### src/rtl/cpu86_trace_pkg.sv
// cpu86_trace_pkg
//   Shared types for the cpu86 execution-stage retirement trace tap:
//   opcode classes, architectural register ids, STACKU sub-op codes and
//   the packed descriptor that travels from dispatch to the trace record.
package cpu86_trace_pkg;

  typedef enum logic [4:0] {
    MOVU    = 5'd0,
    MOVR    = 5'd1,
    MOVM    = 5'd2,
    MOVI    = 5'd3,
    ALUR    = 5'd4,
    ALUI    = 5'd5,
    ALUM    = 5'd6,
    INCDEC  = 5'd7,
    MULDIV  = 5'd8,
    SHIFTU  = 5'd9,
    STACKU  = 5'd10,
    JMPU    = 5'd11,
    JCCU    = 5'd12,
    CALLU   = 5'd13,
    RETU    = 5'd14,
    LOOPU   = 5'd15,
    STRU    = 5'd16,
    IOU     = 5'd17,
    FLAGU   = 5'd18,
    SEGU    = 5'd19,
    INTU    = 5'd20,
    HLTU    = 5'd21,
    NOPU    = 5'd22,
    ILLEGAL = 5'd23
  } opcode_t;

  typedef enum logic [3:0] {
    AX = 4'd0,
    BX = 4'd1,
    CX = 4'd2,
    DX = 4'd3,
    BP = 4'd4,
    SP = 4'd5,
    SI = 4'd6,
    DI = 4'd7,
    ES = 4'd8,
    CS = 4'd9,
    SS = 4'd10,
    DS = 4'd11,
    FL = 4'd12
  } reg_t;

  // Sub-op codes carried in the code field when op == STACKU.
  typedef enum logic [3:0] {
    POPM  = 4'd0,
    POPR  = 4'd1,
    POPA  = 4'd2,
    PUSHR = 4'd3,
    PUSHI = 4'd4,
    PUSHM = 4'd5,
    PUSHA = 4'd6,
    ENTER = 4'd7,
    LEAVE = 4'd8
  } stack_code_t;

  typedef struct packed {
    opcode_t     op;
    logic [3:0]  code;
    logic [15:0] cs;
    logic [15:0] ip;
    reg_t        sreg;
    reg_t        dreg;
  } trace_desc_t;

endpackage

### src/rtl/cpu86_trace_fifo.sv
// cpu86_trace_fifo
//   Circular buffer of pending instruction descriptors, DEPTH entries
//   (power of two, 2..16). Head entry is presented combinationally on
//   rd_data; a pop consumes it at the next rising edge.
// Ports
//   clk, resetn      clock, async active-low reset
//   push, wr_data    enqueue (ignored when full or flushing)
//   pop, rd_data     dequeue head (ignored when empty)
//   flush            drop every queued entry; a same-cycle pop still sees
//                    the head on rd_data, a same-cycle push is discarded
//   count, full, empty  occupancy status
module cpu86_trace_fifo
  import cpu86_trace_pkg::*;
#(
  parameter int unsigned DEPTH = 4
) (
  input  logic                   clk,
  input  logic                   resetn,
  input  logic                   push,
  input  trace_desc_t            wr_data,
  input  logic                   pop,
  output trace_desc_t            rd_data,
  input  logic                   flush,
  output logic [$clog2(DEPTH):0] count,
  output logic                   full,
  output logic                   empty
);

  localparam int unsigned PW = $clog2(DEPTH);
  localparam logic [PW:0] DEPTH_C = (PW + 1)'(DEPTH);

  trace_desc_t   mem [DEPTH];
  logic [PW-1:0] wr_ptr;
  logic [PW-1:0] rd_ptr;
  logic          do_push;
  logic          do_pop;

  assign full    = (count == DEPTH_C);
  assign empty   = (count == '0);
  assign do_push = push && !full && !flush;
  assign do_pop  = pop && !empty;
  assign rd_data = mem[rd_ptr];

  // Pointers wrap naturally because DEPTH is a power of two.
  always_ff @(posedge clk or negedge resetn) begin
    if (!resetn) begin
      wr_ptr <= '0;
      rd_ptr <= '0;
      count  <= '0;
    end else if (flush) begin
      rd_ptr <= wr_ptr;
      count  <= '0;
    end else begin
      if (do_push) wr_ptr <= wr_ptr + 1'b1;
      if (do_pop)  rd_ptr <= rd_ptr + 1'b1;
      case ({do_push, do_pop})
        2'b10:   count <= count + 1'b1;
        2'b01:   count <= count - 1'b1;
        default: count <= count;
      endcase
    end
  end

  always_ff @(posedge clk) begin
    if (do_push) mem[wr_ptr] <= wr_data;
  end

endmodule

### src/rtl/cpu86_exec_trace_capture.sv
// cpu86_exec_trace_capture
//   Retirement trace tap. Dispatched descriptors are queued; each in-order
//   retire pulse pops the oldest into capture stage S1, and one cycle later
//   S2 snapshots the register file (write-back has landed by then) together
//   with the descriptor and strobes vld_valid for one cycle.
// Ports
//   clk, resetn                 clock, async active-low reset
//   instr_valid/instr_ready     dispatch handshake; ready = queue not full
//   instr_op..instr_dreg        descriptor fields
//   retire_valid                oldest outstanding instruction retired
//   flush                       discard queued descriptors
//   reg_ax..reg_fl              architectural register file
//   vld_valid, vld_*            per-retire trace record (held between strobes)
//   trace_err                   sticky: retire seen with an empty queue
module cpu86_exec_trace_capture
  import cpu86_trace_pkg::*;
#(
  parameter int unsigned DEPTH = 4
) (
  input  logic        clk,
  input  logic        resetn,
  input  logic        instr_valid,
  output logic        instr_ready,
  input  logic [4:0]  instr_op,
  input  logic [3:0]  instr_code,
  input  logic [15:0] instr_cs,
  input  logic [15:0] instr_ip,
  input  logic [3:0]  instr_sreg,
  input  logic [3:0]  instr_dreg,
  input  logic        retire_valid,
  input  logic        flush,
  input  logic [15:0] reg_ax,
  input  logic [15:0] reg_bx,
  input  logic [15:0] reg_cx,
  input  logic [15:0] reg_dx,
  input  logic [15:0] reg_bp,
  input  logic [15:0] reg_sp,
  input  logic [15:0] reg_si,
  input  logic [15:0] reg_di,
  input  logic [15:0] reg_fl,
  output logic        vld_valid,
  output logic [4:0]  vld_op,
  output logic [3:0]  vld_code,
  output logic [15:0] vld_cs,
  output logic [15:0] vld_ip,
  output logic [15:0] vld_ax,
  output logic [15:0] vld_bx,
  output logic [15:0] vld_cx,
  output logic [15:0] vld_dx,
  output logic [15:0] vld_bp,
  output logic [15:0] vld_sp,
  output logic [15:0] vld_si,
  output logic [15:0] vld_di,
  output logic [15:0] vld_fl,
  output logic [3:0]  vld_sreg,
  output logic [3:0]  vld_dreg,
  output logic        trace_err
);

  trace_desc_t            in_desc;
  trace_desc_t            head_desc;
  trace_desc_t            s1_desc;
  trace_desc_t            s2_desc;
  logic [$clog2(DEPTH):0] q_count;
  logic                   q_full;
  logic                   q_empty;
  logic                   q_push;
  logic                   q_pop;
  logic                   underflow;
  logic                   s1_valid;

  assign in_desc = '{
    op:   opcode_t'(instr_op),
    code: instr_code,
    cs:   instr_cs,
    ip:   instr_ip,
    sreg: reg_t'(instr_sreg),
    dreg: reg_t'(instr_dreg)
  };

  // Ready comes from registered occupancy only, so a same-cycle pop never
  // opens the queue combinationally.
  assign instr_ready = !q_full;
  assign q_push      = instr_valid && instr_ready;
  assign q_pop       = retire_valid && (q_count != '0);
  assign underflow   = retire_valid && q_empty;

  cpu86_trace_fifo #(
    .DEPTH(DEPTH)
  ) u_fifo (
    .clk    (clk),
    .resetn (resetn),
    .push   (q_push),
    .wr_data(in_desc),
    .pop    (q_pop),
    .rd_data(head_desc),
    .flush  (flush),
    .count  (q_count),
    .full   (q_full),
    .empty  (q_empty)
  );

  // S1: descriptor of the instruction that retired last cycle.
  always_ff @(posedge clk or negedge resetn) begin
    if (!resetn) begin
      s1_valid <= 1'b0;
      s1_desc  <= '0;
    end else begin
      s1_valid <= q_pop;
      if (q_pop) s1_desc <= head_desc;
    end
  end

  // S2: record register; fields only move on a strobe cycle.
  always_ff @(posedge clk or negedge resetn) begin
    if (!resetn) begin
      vld_valid <= 1'b0;
      s2_desc   <= '0;
      vld_ax    <= '0;
      vld_bx    <= '0;
      vld_cx    <= '0;
      vld_dx    <= '0;
      vld_bp    <= '0;
      vld_sp    <= '0;
      vld_si    <= '0;
      vld_di    <= '0;
      vld_fl    <= '0;
    end else begin
      vld_valid <= s1_valid;
      if (s1_valid) begin
        s2_desc <= s1_desc;
        vld_ax  <= reg_ax;
        vld_bx  <= reg_bx;
        vld_cx  <= reg_cx;
        vld_dx  <= reg_dx;
        vld_bp  <= reg_bp;
        vld_sp  <= reg_sp;
        vld_si  <= reg_si;
        vld_di  <= reg_di;
        vld_fl  <= reg_fl;
      end
    end
  end

  always_ff @(posedge clk or negedge resetn) begin
    if (!resetn) begin
      trace_err <= 1'b0;
    end else if (underflow) begin
      trace_err <= 1'b1;
    end
  end

  assign vld_op   = s2_desc.op;
  assign vld_code = s2_desc.code;
  assign vld_cs   = s2_desc.cs;
  assign vld_ip   = s2_desc.ip;
  assign vld_sreg = s2_desc.sreg;
  assign vld_dreg = s2_desc.dreg;

endmodule

### config.mk
export PLATFORM = sky130hd
export DESIGN_NAME = cpu86_exec_trace_capture
export DESIGN_NICKNAME = d
export VERILOG_FILES = /design/src/rtl/cpu86_trace_pkg.sv /design/src/rtl/cpu86_trace_fifo.sv /design/src/rtl/cpu86_exec_trace_capture.sv
export SDC_FILE = /design/constraint.sdc
export NUM_CORES = 1
export LEC_CHECK = 0
export BUFFER_PORTS_ARGS = -buffer_cell sky130_fd_sc_hd__buf_2
export CAP_MARGIN = 5
export CORE_MARGIN = 3
export CORE_UTILIZATION = 48
export DETAILED_ROUTE_END_ITERATION = 10
export GPL_ROUTABILITY_DRIVEN = 1
export PLACE_DENSITY_LB_ADDON = 0.05
export SETUP_SLACK_MARGIN = 0.3
export SLEW_MARGIN = 20
export SYNTH_ARGS = -nofsm -noshare
export SYNTH_HDL_FRONTEND = slang
export SYNTH_HIERARCHICAL = 1
export SYNTH_SLANG_ARGS = --single-unit
### constraint.sdc
create_clock -name clk -period 3.1 [get_ports clk]
set_input_delay 0.155 -clock clk [delete_from_list [all_inputs] [get_ports clk]]
set_output_delay 0.155 -clock clk [all_outputs]
set_load 0.05 [all_outputs]
After elaboration in Yosys (flattened, before gate mapping)
Memories as Yosys holds them, arrays and structs flattened. A register that Yosys moved wholly into a read port is not among the register bits.
Index checks and enable logic that the tools add are counted.
{"block": "op_classes", "addsub": 4, "eq_ne": 3, "muxes": 6, "n_bitwise": 1, "n_reduce_logical": 15}
{"op": "1-bit logical AND", "count": 6}
{"op": "3-bit one-hot mux with 2 select lines", "count": 1}
{"op": "3-bit nonzero test", "count": 2}
{"op": "2-bit by 1-bit adder with 2-bit output, second input constant", "count": 2}
{"op": "1-bit zero test", "count": 4}
{"op": "2-bit two-way mux", "count": 2}
{"op": "3-bit by 1-bit adder with 3-bit output, second input constant", "count": 1}
{"op": "3-bit == test, second input constant", "count": 1}
{"op": "3-bit zero test", "count": 1}
{"op": "3-bit two-way mux", "count": 1}
{"op": "3-bit by 1-bit subtractor with 3-bit output, second input constant", "count": 1}
{"op": "2-bit by 1-bit == test with 1-bit output, second input constant", "count": 1}
{"op": "2-bit == test, second input constant", "count": 1}
{"op": "1-bit two-way mux", "count": 2}
{"op": "2-bit AND reduction", "count": 1}
{"op": "2-bit nonzero test", "count": 1}
{"op": "1-bit inverter", "count": 1}
{"block": "word_totals", "register_bits": 203, "ramBits": 196, "wordCells": 51, "n_memories": 1}
{"name": "u_fifo.mem", "depth": 4, "width": 49, "rd": 1, "rd_ports_with_merged_regs": 1, "write_ports": 1, "line": "cpu86_trace_fifo.sv:32", "text": "trace_desc_t mem [DEPTH];"}

Depth between registers and ports, before layout
{"block": "logic_depth", "depth_word": 8, "ltp_mapped": 11, "ltp_nobuf": 10}

Cells and area by module
The synthesis kept the hierarchy.
{"mod": "cpu86_exec_trace_capture", "n_inst": 1, "cells_each": 518, "area_per_inst_um2": 9059.9}
{"mod": "cpu86_trace_fifo", "n_inst": 1, "cells_each": 323, "area_per_inst_um2": 7762.4}

Least setup slack after synthesis
Ideal clock, no wire load.
{"block": "synth_path", "path_kind": "reg-to-reg", "from": "register u_fifo.count[0]", "to": "memory u_fifo/mem[2][0] (netlist name) (enable)", "setup_time_ns": 0.412, "arrival_ns": 2.475, "t_required_ns": 2.688, "path_slack_ns": 0.213, "stages_incl_launch_ff": 8, "n_path_buf": 1, "period_less_slack_ns": 2.887, "path_cell_list": "dfrtp_1 buf_6 nand2b_1 nor2_1 nor2b_1 nand2b_1 a21oi_2 and2_1"}
{"block": "synth_between", "elab_chain_len": 7}
{"item": "start, declared", "line": "cpu86_trace_fifo.sv:24", "text": "output logic [$clog2(DEPTH):0] count,"}
{"item": "start signal, assigned", "line": "cpu86_trace_fifo.sv:57", "text": "2'b10: count <= count + 1'b1;"}
{"item": "start signal, assigned", "line": "cpu86_trace_fifo.sv:58", "text": "2'b01: count <= count - 1'b1;"}
{"item": "start signal, assigned", "line": "cpu86_trace_fifo.sv:59", "text": "default: count <= count;"}
{"item": "3-bit == test", "line": "cpu86_trace_fifo.sv:38", "text": "assign full = (count == DEPTH_C);"}
{"item": "via q_full", "line": "cpu86_exec_trace_capture.sv:65", "text": "logic q_full;"}
{"item": "1-bit zero test", "line": "cpu86_exec_trace_capture.sv:83", "text": "assign instr_ready = !q_full;"}
{"item": "1-bit logical AND", "line": "cpu86_exec_trace_capture.sv:84", "text": "assign q_push = instr_valid && instr_ready;"}
{"item": "via q_push", "line": "cpu86_exec_trace_capture.sv:67", "text": "logic q_push;"}
{"item": "1-bit logical AND (2 in series)", "line": "cpu86_trace_fifo.sv:40", "text": "assign do_push = push && !full && !flush;"}
{"item": "1-bit two-way mux", "line": "cpu86_trace_fifo.sv:65", "text": "if (do_push) mem[wr_ptr] <= wr_data;"}
{"item": "1-bit two-way mux (not written as such)", "line": "cpu86_trace_fifo.sv:65"}
{"item": "end, declared", "line": "cpu86_trace_fifo.sv:32"}
The timed path passes the listed nets, and every way through them passes these cells.

Final worst setup path
{"block": "layout_path", "from": "register u_fifo.count[0]", "to": "memory u_fifo/mem[2][34] (netlist name) (enable)"}
The elaborated chain is that of the path after synthesis.

==> results.ini <==
[global_routing]
grt_util_met2_pct = 37.1
antenna_found_initial = 2
grt_use_met1_pct = 26.9
grt_pass1_vias = 10565
grt-ovfl-total = 0
grtUsageMet3_pct = 4.07
grt.total_usage_pct = 21.5
grt_pass1_wl_um = 63100
grt_max_degree = 84
busiest_layer = met2

[sta]
hold_violations = 0
drv_slew = 0
max_freq_ghz = 0.393
slew_headroom_pct = 49.4
min_period_ps = 2550
worst_slack_ps = 554
worst_pin_slew_ps = 759
setup_violations = 0
skew_ps = 9.75
setup_tns_ps = 0
rsz0062_at_grt = false
period_share_pct = 82.1

[yosys]
synth_cells = 841
async_flop_share_pct = 56.3
yosys.area.top_type_share_pct = 37.5
seq_area_frac_synth_pct = 72.5
synth_simple_gate_area_share_pct = 0.774
ys_warn_count = 6
synth_compound_area_share_pct = 1.03
synth_area_per_cell_um2 = 20.0
ys_types = 43
syn-cell-area_mm2 = 0.0168
synthesis.nets = 1044
synth_top_family_by_area = multiplexers
netlist.top_cell.by_area = dfrtp_1
post_synth_xor_area_fraction_pct = 0.260
ys_top_cells_by_area = dfrtp_1 37%, edfxtp_1 35%, mux2_2 16%
synth_edf_count = 196
synth.ff_latch_count = 448
synthAdderAreaFrac_pct = 0.417
synthFlopType = dfrtp_1
synthMuxAreaShare_pct = 22.9

[worst_setup_path]
critPathRequiredTime_ps = 3280
reg2reg_from = u_fifo/count[0]
critPathKind = reg -> reg
worstSetupEndpointType = register
critPathMaxFanout = 31
reg2reg_depth = 7
startpoint_type = register
worstPathArrival_ps = 2730
r2r_setup_slack_ps = 550
reg2reg_to = u_fifo/mem[2][34]

[floorplanning]
std_cell_rows = 67
core-area_mm2 = 0.0340
start_util_pct = 49.4
io_pins = 394
die_area_mm2 = 0.0373
die_y_um = 193
dieWidth_um = 193

[finish]
top_regs = u_fifo/mem (196), s1_desc (49)
final_util_pct = 66.8
syn_to_final_growth_pct = 35.2
final_nets = 1660
drive_above_1_share_pct = 52.1
largest_register_ffs = 196
largest-register = u_fifo/mem

[placement]
io_buffers = 393
dpl.hpwl_um = 25700
pre_cts_ws_ps = 564
gp_congestion = 0.782

[clock_network]
ctsHtreeMaxLevel = 2
cts_setup_buffers = 0
cts_hold_repair.buffers = 196
tritoncts = done
cts_made_buffers = 47
clock_sinks = 448
clkTransAtPathRegs_ps = 60
cts_buffer_depth = 3
cts-root-buf = clkbuf_16
clk_latency_ps = 540
cts_resized = 0

[run]
maxCapViolations = 0

[run_status]
status = finished clean

[hold_path]
hp-class = in -> async

[pwr]
seq_power_share_pct = 37.3
powerDensity_mw_per_mm2 = 1080
intPower_mw = 14.5
p_comb_share_pct = 41.0
power.switching_mw = 9.96
ir_drop_mv = 0.779
fin_total_pwr_mw = 24.5
power_frac_clock_pct = 21.7
netSwitchingFraction_pct = 40.7
p_leak_nw = 9.46

[detailed_routing]
wire_per_inst_um = 20.6
firstDrtPassIters = 4
antenna_left = 0
via_per_inst = 5.01
drc = 0
wirelength_um = 39900
vias = 9734
drt_iter0_markers = 350

cell type report:
type	count	area, µm²
diodes	2	5.00
clock buffers	72	1360
clock inverters	12	113
fillers	2374	11300
inverters	6	22.5
multi-input cells	344	4270
flip-flops and latches	448	12200
well taps	448	561
repair buffers	610	4210
stage by stage:
stage	instance area [µm²]	hold slack [ps]	cells
after floorplan	16800	-141	841
after global placement	19300	193	1660
after detailed placement	19300	183	1660
after CTS	22700	173	1940
after global routing	22700	209	1941
final	22700	200	1942
worst max path at each step:
stage                     from                end  slack (ps)  cells past startpoint
2_1_floorplan  u_fifo/count[1]    u_fifo/count[2]         720                     10
3_3_place_gp   u_fifo/count[0]   u_fifo/mem[2][4]         660                      7
3_5_place_dp   u_fifo/count[0]   u_fifo/mem[2][3]         560                      7
4_1_cts        u_fifo/count[0]   u_fifo/mem[2][2]         520                      7
5_1_grt        u_fifo/count[0]  u_fifo/mem[2][48]         400                      7
6_report       u_fifo/count[0]  u_fifo/mem[2][34]         550                      7
routing by layer:
| layer | up-vias | share of wire (%) |
|---|---|---|
| li1 | 4435 | - |
| met1 | 4922 | 40 |
| met2 | 304 | 51 |
| met3 | 73 | 5.3 |
| met4 | 0 | 4.0 |
| met5 | - | 0 |
cell usage after synthesis, drive strengths merged, types with 2 or more instances:
master,count
nor2,6
nand2b,2
o21ai,3
o221ai,2
nand3,2
edfxtp,196
a21oi,2
buf,42
xor2,3
nand2,2
o31ai,2
and2,5
inv,6
nand3b,2
ha,4
dfrtp,252
xnor2,2
mux2,243
nor3,2
mux4,49
power by group through the flow:
stage | logic [mW] | registers, mW | clock network, mW
finish | 10.0 | 9.14 | 5.32
global route | 10.5 | 9.38 | 5.73
CTS | 10.1 | 9.13 | 5.47
detailed placement | 9.92 | 9.23 | 0
global placement | 9.84 | 9.18 | 0
floorplan | 3.03 | 13.5 | 0
logic make-up (layout without fill, tap and decap cells):
| kind of cell | Yosys count | after routing |
|---|---|---|
| xor gates and xnor gates | 5 | 5 |
| other | 0 | 2 |
| and+or+nand+nor | 24 | 24 |
| adders and majority gates | 5 | 5 |
| DFF | 448 | 448 |
| buffers and inverters | 49 | 700 |
| muxes | 292 | 292 |
| AOI/OAI and AO/OA | 18 | 18 |
layout by cell type, fill, tap and decap left out, types with 5 or more instances in the layout:
cell type,count
mux4_2,48
buf_4,12
inv_1,6
mux2_2,238
clkinv_2,5
clkbuf_8,7
clkbuf_1,17
clkbuf_16,48
nor2_1,6
dfrtp_1,249
dlygate4sd3_1,196
edfxtp_1,196
buf_12,9
buf_2,392
worst max-delay path, stage by stage (launching register included):
cell and delay (ps):
dfrtp_1 690, nand2b_1 210, nor2_1 70, nor2b_1 190
nand2b_1 110, a21oi_2 280, and2_2 210, buf_4 400
Note: power is estimated with default switching activity, not from simulation.
